## src/rtl/hwag_pkg.sv

```systemverilog
// Shared definitions for the hwag capture path: default period width,
// edge-select encoding and the capture bundle handed to hwag.
package hwag_pkg;

   localparam int unsigned HWAG_PER_W = 24;

   localparam logic EDGE_RISE = 1'b0;
   localparam logic EDGE_FALL = 1'b1;

   typedef struct packed {
      logic                  cap_stb;
      logic [HWAG_PER_W-1:0] cap_per;
      logic                  per_valid;
   } hwag_cap_t;

   // True when a level change to new_lvl is the edge polarity chosen by edge_sel.
   function automatic logic sel_edge_hit(input logic new_lvl, input logic edge_sel);
      return (edge_sel == EDGE_RISE) ? new_lvl : !new_lvl;
   endfunction

endpackage

```

## src/rtl/hwag_sync.sv

```systemverilog
// N-flop synchroniser for asynchronous single-bit inputs; resets to 0.
// STAGES must be at least 2.
module hwag_sync #(
   parameter int unsigned STAGES = 2
) (
   input  logic clk,
   input  logic rst,
   input  logic d,
   output logic q
);

   logic [STAGES-1:0] sync_q;

   // Shift the raw input through the synchroniser chain.
   always_ff @(posedge clk or negedge rst) begin
      if (!rst) begin
         sync_q <= '0;
      end else begin
         sync_q <= {sync_q[STAGES-2:0], d};
      end
   end

   assign q = sync_q[STAGES-1];

endmodule

```

## src/rtl/hwag_cap_filter.sv

```systemverilog
// Crank VR capture conditioner: synchronise, glitch-filter, qualify the
// selected edge against a minimum tooth period and measure the period.
module hwag_cap_filter
   import hwag_pkg::*;
#(
   parameter int unsigned SYNC_STAGES = 2,
   parameter int unsigned FILT_W      = 8,
   parameter int unsigned PER_W       = HWAG_PER_W
) (
   input  logic              clk,
   input  logic              rst,
   input  logic              cap_in,
   input  logic [FILT_W-1:0] filt_len,
   input  logic              edge_sel,
   input  logic [PER_W-1:0]  min_per,
   output logic              cap_out,
   output logic              cap_stb,
   output logic              rej_stb,
   output logic [PER_W-1:0]  cap_per,
   output logic              per_valid,
   output logic              per_ovf
);

   localparam logic [PER_W-1:0]  PC_MAX   = '1;
   localparam logic [PER_W-1:0]  PC_ONE   = PER_W'(1);
   localparam logic [FILT_W-1:0] FILT_ONE = FILT_W'(1);

   logic              s;
   logic [FILT_W-1:0] filt_cnt_q, filt_cnt_d;
   logic              cap_out_d;
   logic              toggle;

   logic [PER_W-1:0]  pc_q, pc_d, pc_inc;
   logic              first_q, first_d;
   logic              edge_ev, accept, reject;
   logic [PER_W-1:0]  cap_per_d;
   logic              per_valid_d, per_ovf_d;

   hwag_sync #(
      .STAGES (SYNC_STAGES)
   ) u_sync (
      .clk (clk),
      .rst (rst),
      .d   (cap_in),
      .q   (s)
   );

   // Glitch filter: a level change needs filt_len+1 consecutive differing samples.
   // The >= compare lets a reduced filt_len take effect on the next differing sample.
   always_comb begin
      toggle     = 1'b0;
      filt_cnt_d = '0;
      cap_out_d  = cap_out;
      if (s != cap_out) begin
         if (filt_cnt_q >= filt_len) begin
            toggle    = 1'b1;
            cap_out_d = s;
         end else begin
            filt_cnt_d = filt_cnt_q + FILT_ONE;
         end
      end
   end

   // Edge qualification against min_per and saturating period bookkeeping.
   always_comb begin
      edge_ev     = toggle && sel_edge_hit(s, edge_sel);
      accept      = edge_ev && (first_q || (pc_q >= min_per));
      reject      = edge_ev && !accept;
      pc_inc      = (pc_q == PC_MAX) ? PC_MAX : pc_q + PC_ONE;
      pc_d        = pc_inc;
      first_d     = first_q;
      cap_per_d   = cap_per;
      per_valid_d = per_valid;
      per_ovf_d   = per_ovf || (pc_inc == PC_MAX);
      if (accept) begin
         pc_d      = PC_ONE;
         first_d   = 1'b0;
         per_ovf_d = 1'b0;
         // The first edge only starts the measurement; there is no period yet.
         if (!first_q) begin
            cap_per_d   = pc_q;
            per_valid_d = 1'b1;
         end
      end
   end

   // Filter state and filtered level.
   always_ff @(posedge clk or negedge rst) begin
      if (!rst) begin
         filt_cnt_q <= '0;
         cap_out    <= 1'b0;
      end else begin
         filt_cnt_q <= filt_cnt_d;
         cap_out    <= cap_out_d;
      end
   end

   // Period counter, first-edge flag, strobes and measurement outputs.
   always_ff @(posedge clk or negedge rst) begin
      if (!rst) begin
         pc_q      <= '0;
         first_q   <= 1'b1;
         cap_stb   <= 1'b0;
         rej_stb   <= 1'b0;
         cap_per   <= '0;
         per_valid <= 1'b0;
         per_ovf   <= 1'b0;
      end else begin
         pc_q      <= pc_d;
         first_q   <= first_d;
         cap_stb   <= accept;
         rej_stb   <= reject;
         cap_per   <= cap_per_d;
         per_valid <= per_valid_d;
         per_ovf   <= per_ovf_d;
      end
   end

   // Accept and reject come from the same edge event and never coincide.
   assert property (@(posedge clk) disable iff (!rst) !(cap_stb && rej_stb));

endmodule
```

## config.mk

```make
export PLATFORM = sky130hd
export DESIGN_NAME = hwag_cap_filter
export DESIGN_NICKNAME = d
export VERILOG_FILES = /design/src/rtl/hwag_pkg.sv /design/src/rtl/hwag_sync.sv /design/src/rtl/hwag_cap_filter.sv
export SDC_FILE = /design/constraint.sdc
export NUM_CORES = 1
export LEC_CHECK = 0
export ABC_CLOCK_PERIOD_IN_PS = 3800
export CORE_MARGIN = 10
export CORE_UTILIZATION = 58
export DETAILED_ROUTE_END_ITERATION = 16
export PLACE_DENSITY = 0.95
export REMOVE_ABC_BUFFERS = 1
export SLEW_MARGIN = 15
export SYNTH_ARGS = -nofsm -noshare
export SYNTH_HDL_FRONTEND = slang
export SYNTH_SLANG_ARGS = --single-unit
export TNS_END_PERCENT = 50
```

## constraint.sdc

```tcl
create_clock -name clk -period 3.8 [get_ports clk]
set_input_delay 1.14 -clock clk [delete_from_list [all_inputs] [get_ports clk]]
set_output_delay 1.14 -clock clk [all_outputs]
set_load 0.005 [all_outputs]
```

Yosys cells after proc, flatten, opt, wreduce, memory -nomap -nowiden
Index checks and enable logic that the tools add are counted.

operators by class
  add/subtract/negate cells = 2
  $lt $le $gt $ge = 2
  mux-type cells = 8
  bitwise logic cells = 1
  reduce and logical (&&, ||, !) cells = 9
  equality and inequality tests = 3

operator list
  kind                   count
  $eq 24x24->1 const B   2
  $mux 24                2
  $add 24x1->24 const B  1
  $ge 24x24->1           1
  $mux 8                 2
  $add 8x1->8 const B    1
  $ge 8x8->1             1
  $mux 1                 4
  $reduce_and 2->1       2
  $logic_and 1x1->1      3
  $logic_not 1->1        2
  $logic_or 1x1->1       2
  $ne 1x1->1             1
  $not 1->1              1

word-level totals
  input port bits = 36
  output and inout port bits = 29
  logic and storage cells = 35
  register bits after elaboration = 64

Depth between registers and ports, before layout
Gate-level depths: netlist (run 1).

  word-level depth = 7
  gate-level depth with buffers = 10
  mapped depth without buffers = 9

Modules after synthesis
A second synthesis (run 1) with hierarchy kept.

unflattened totals
  cells, all modules = 350
  area, all modules = 3613.5 um^2

modules (own cells, without submodules)
  module           area each (um^2)  cells each  times used
  hwag_cap_filter  3563.4            348         1
  hwag_sync        50.0              2           1

Least setup slack after synthesis (run 1)
OpenSTA, ideal clock, no wires.

  path type = input-to-reg
  start = input min_per[21]
  end = register cap_per[11]
  data required time = 3.675 ns
  path slack = 0.636 ns
  library setup time = 0.125 ns
  data arrival time = 3.040 ns
  buffers on the path = 1
  cell stages on the path = 10
  cells stage by stage = inv_1 ha_1 nand4_1 nor3_1 a22oi_1 nand4_1 a21oi_1 nor4_4 buf_4 mux2_2

on the way
  cells in the longest elaborated chain, start to end = 4

ends and longest elaborated chain
  element                     line                    text
  start: declaration          hwag_cap_filter.sv:15   input logic [PER_W-1:0] min_per,
  $ge 24x24->1                hwag_cap_filter.sv:67   accept = edge_ev && (first_q || (pc_q >= min_per));
  $logic_or 1x1->1            hwag_cap_filter.sv:67
  $logic_and 1x1->1           hwag_cap_filter.sv:67
  $reduce_and 2->1 (no line)  n/a
  end signal: assignment      hwag_cap_filter.sv:113  cap_per <= cap_per_d;
  end: declaration            hwag_cap_filter.sv:19   output logic [PER_W-1:0] cap_per,

Every way passes these cells.
A chain may end at the register's enable or synchronous reset.

Worst setup path in the final report (run 1)
  start = input min_per[0]
  end = register pc_q[18]

on the way
  cells in the longest elaborated chain, start to end = 4

ends and longest elaborated chain
  element                 line                    text
  $ge 24x24->1            hwag_cap_filter.sv:67
  $logic_or 1x1->1        hwag_cap_filter.sv:67
  $logic_and 1x1->1       hwag_cap_filter.sv:67
  $mux 24                 hwag_cap_filter.sv:75   if (accept) begin
  named net pc_d[18]      hwag_cap_filter.sv:33   logic [PER_W-1:0] pc_q, pc_d, pc_inc;
  end signal: assignment  hwag_cap_filter.sv:109  pc_q <= pc_d;
  end: declaration        hwag_cap_filter.sv:33

The timed path passes the listed nets, and every way through them passes these cells.

==> run metrics, run 1 <==
outcome=completed; CTS tree=built; first element of the critical path=min_per[0]; final RePlAce weighted congestion=0.947; ordered cell list for the critical path=clkdlybuf4s50_1, ha_1, nand2b_1, a21o_1, a211oi_1, o31ai_1, a21oi_1, nor3_2, buf_4, a21oi_1; summed area of non-filler cells in the final layout=4830 µm²; clock sink count=64; Hold Path Origin=u_sync.sync_q[0]; top post-synthesis cells by area=sky130_fd_sc_hd__dfrtp_1 40%, sky130_fd_sc_hd__ha_1 11%, sky130_fd_sc_hd__a21oi_1 4.7%; first-pass GRT wire length=16500 µm; Hold WC Path Type=register to register; depth of the CTS H-tree=3; width of the die=102 µm; crit path max-delay cell type=sky130_fd_sc_hd__nor3_2; count of flip-flops with a built-in enable after synthesis=0; mean cell area of the mapped netlist=10.2 µm²; power density relative to cell area=590 nW/µm²; number of clock buffers inserted by TritonCTS=9; 1st-iter DRT viols=250; reg-to-reg startpoint=pc_q[0]; Main synth FF type=sky130_fd_sc_hd__dfrtp_1; total gr overflow=0; share of flip-flops with an asynchronous set or reset after synthesis=100%; Max Clock Freq=269 MHz; share of layout cells above drive strength 1=12.6%; combined area of the multi-input logic cells=2090 µm²; clock tree buffer depth=2; Vias per Instance=6.00; post_cts resized=0; Yosys top cell area share=40.1%; buffering stage count on the worst path with inverters included=2; final wirelength=9870 µm; Layout Nets=527; Crit path max-delay family=compound AO/OA/AOI/OAI gates; overall routing resource usage=19.9%; largest area contributor in the netlist=sky130_fd_sc_hd__dfrtp_1; biggest fanout along the worst timing path=14; setup repair after global routing missed its margin=no; Setup Viol. Count Final=0; post-detailed-placement cell area=4630 µm²; antenna violations before repair=0; maximum cell stage delay along the critical path=0.76 ns; Vert. Die Dim=102 µm; Post-Synthesis Cells=387; critical path data required time=4.02 ns; Clock Pin Slew Worst Setup and Hold Paths=0.06 ns; antenna fix cells=0; number of flip-flops and latches in the synthesized netlist=64; final count of hold timing violations=0; portion of the clock cycle consumed by the worst path in the final layout=97.8%; DR DRC count=0; post-CTS setup-driven buffer insertion count=0; root buf cell=sky130_fd_sc_hd__clkbuf_8; HPWL Detailed=7260 µm; Die Outline Area=10500 µm²; cell type with the highest occurrence count on the critical path=sky130_fd_sc_hd__a21oi_1; clock latency on the worst-skew pair=0.35 ns; Core Box Area=6460 µm²; # Max-Cap Violations=0; highest-count cells in the layout ignoring fill and taps=63 x sky130_fd_sc_hd__dfrtp_1, 63 x sky130_fd_sc_hd__clkdlybuf4s50_1, 37 x sky130_fd_sc_hd__a21oi_1; final period demand of the worst path=3.72 ns; total number of vias=3232; Pleak=2.20 nW; largest net degree at the start of global routing=37; critical path launch point type=input pin; sort of element at the end of the critical path=register; CTS Hold Buffers Added=0; relative slew slack=41.4%; initial cell density of the core=60.9%; worst setup skew after layout=0.0101 ns; # IOs=65; Max Slew Vio Count=0; via count of the first global-routing pass=3401; Worst Max-Slew Pin Slew=0.875 ns; detailed-routing iteration count for the pre-antenna-repair pass=5; sequential share of the synthesized area=40.7%; number of filler cells placed in the layout=478; core utilization of the finished layout=74.7%; routed wirelength normalized by instance count=18.3 µm; post-synthesis cell area=3930 µm²; category of the most critical setup path=input pin to register; count of nets left with antenna violations after detail routing=0; Area growth, synth to finish=22.7%; Cell Rows=29; total number of yosys warnings=0; post-synthesis cell type count=60; signal arrival time at the worst endpoint=3.93 ns; number of buffer cells added on primary ports=64; maximum ir drop on the vdd rail=0.342 mV; combined flip-flop and latch cell area=1600 µm²
## logic make-up after synthesis
kind of cell | synth area share, %
AO/OA/AOI/OAI | 9.67
XOR/XNOR | 5.79
adder cells (fa/ha/maj) | 10.8
buffers and inverters | 6.04
flip-flops | 40.7
multiplexers | 7.92
AND/OR/NAND/NOR | 19.0
## routing by layer
metal  routed length [µm]  vias to the layer above  track usage (%)
met5                    0                        -                0
met4                  201                        0             8.24
met3                  769                       22             4.93
met2                 4780                      132             32.3
met1                 4120                     1565             24.7
li1                     -                     1513                -
## report_power, final
part / switching (mW) / internal, mW / leakage (nW)
registers: 0.345 / 0.847 / 0.803
logic: 0.537 / 0.519 / 1.29
clock network: 0.260 / 0.337 / 0.103
total: 1.14 / 1.70 / 2.20
## state kept, by name (all words and copies together), names as in the netlist
register       flops
cap_out            1
cap_per           24
cap_stb            1
filt_cnt_q         8
first_q            1
pc_q              24
per_ovf            1
per_valid          1
rej_stb            1
u_sync.sync_q      2
## layout make-up
| class | instances | area share, % |
|---|---|---|
| sequential | 64 | 33.2 |
| multi-input combinational | 274 | 43.4 |
| inverter | 35 | 2.72 |
| clock buffer | 13 | 3.29 |
| clock inverter | 3 | 0.830 |
| tap | 77 | 2.00 |
| timing repair buffer | 73 | 14.6 |
## Yosys cell counts, types with 4 or more instances
cell type	instances
sky130_fd_sc_hd__nor3_1	4
sky130_fd_sc_hd__nand3_1	12
sky130_fd_sc_hd__nand2_1	20
sky130_fd_sc_hd__nor4_1	4
sky130_fd_sc_hd__a21oi_1	37
sky130_fd_sc_hd__mux2_1	9
sky130_fd_sc_hd__inv_1	35
sky130_fd_sc_hd__nand4_1	13
sky130_fd_sc_hd__ha_1	34
sky130_fd_sc_hd__dfrtp_1	63
sky130_fd_sc_hd__and3_1	4
sky130_fd_sc_hd__nor2_1	24
sky130_fd_sc_hd__xnor2_1	10
sky130_fd_sc_hd__buf_4	4
sky130_fd_sc_hd__xor2_1	16
sky130_fd_sc_hd__mux2_2	16
sky130_fd_sc_hd__o21ai_0	10
sky130_fd_sc_hd__nand2b_1	5
sky130_fd_sc_hd__clkbuf_1	5
sky130_fd_sc_hd__a21o_1	5
## per-stage QoR
step | instances | TNS (ns) | hold slack (ns) | power (mW) | setup WS (ns)
floorplan | 373 | 0 | 0.331 | 1.80 | 0.257
global placement | 523 | -0.621 | 0.336 | 2.15 | -0.0569
detailed placement | 523 | -2.79 | 0.364 | 2.22 | -0.122
CTS | 539 | 0 | 0.379 | 2.83 | 0.210
global route | 539 | 0 | 0.394 | 3.04 | 0.0594
finish | 539 | 0 | 0.377 | 2.85 | 0.0824
## final timing paths
kind | to | slack [ns] | depth (start not counted)
hold / removal | u_sync.sync_q[1] | 0.38 | 0
setup / recovery | pc_q[18] | 0.08 | 10
min in group asynchronous | per_valid | 0.89 | 1
hold reg to reg | u_sync.sync_q[1] | 0.38 | 0
setup reg to reg | pc_q[18] | 0.67 | 10
max in group asynchronous | cap_per[13] | 2.19 | 2
(Power assumes the default switching activity.)
==> inputs of run 2 (changes only) <==
Settings changed: CTS_CLUSTER_DIAMETER set to 30, CTS_CLUSTER_SIZE set to 10.
==> results of run 2 <==
Same layout as run 1: the final DEF is identical, and so are final timing and power.
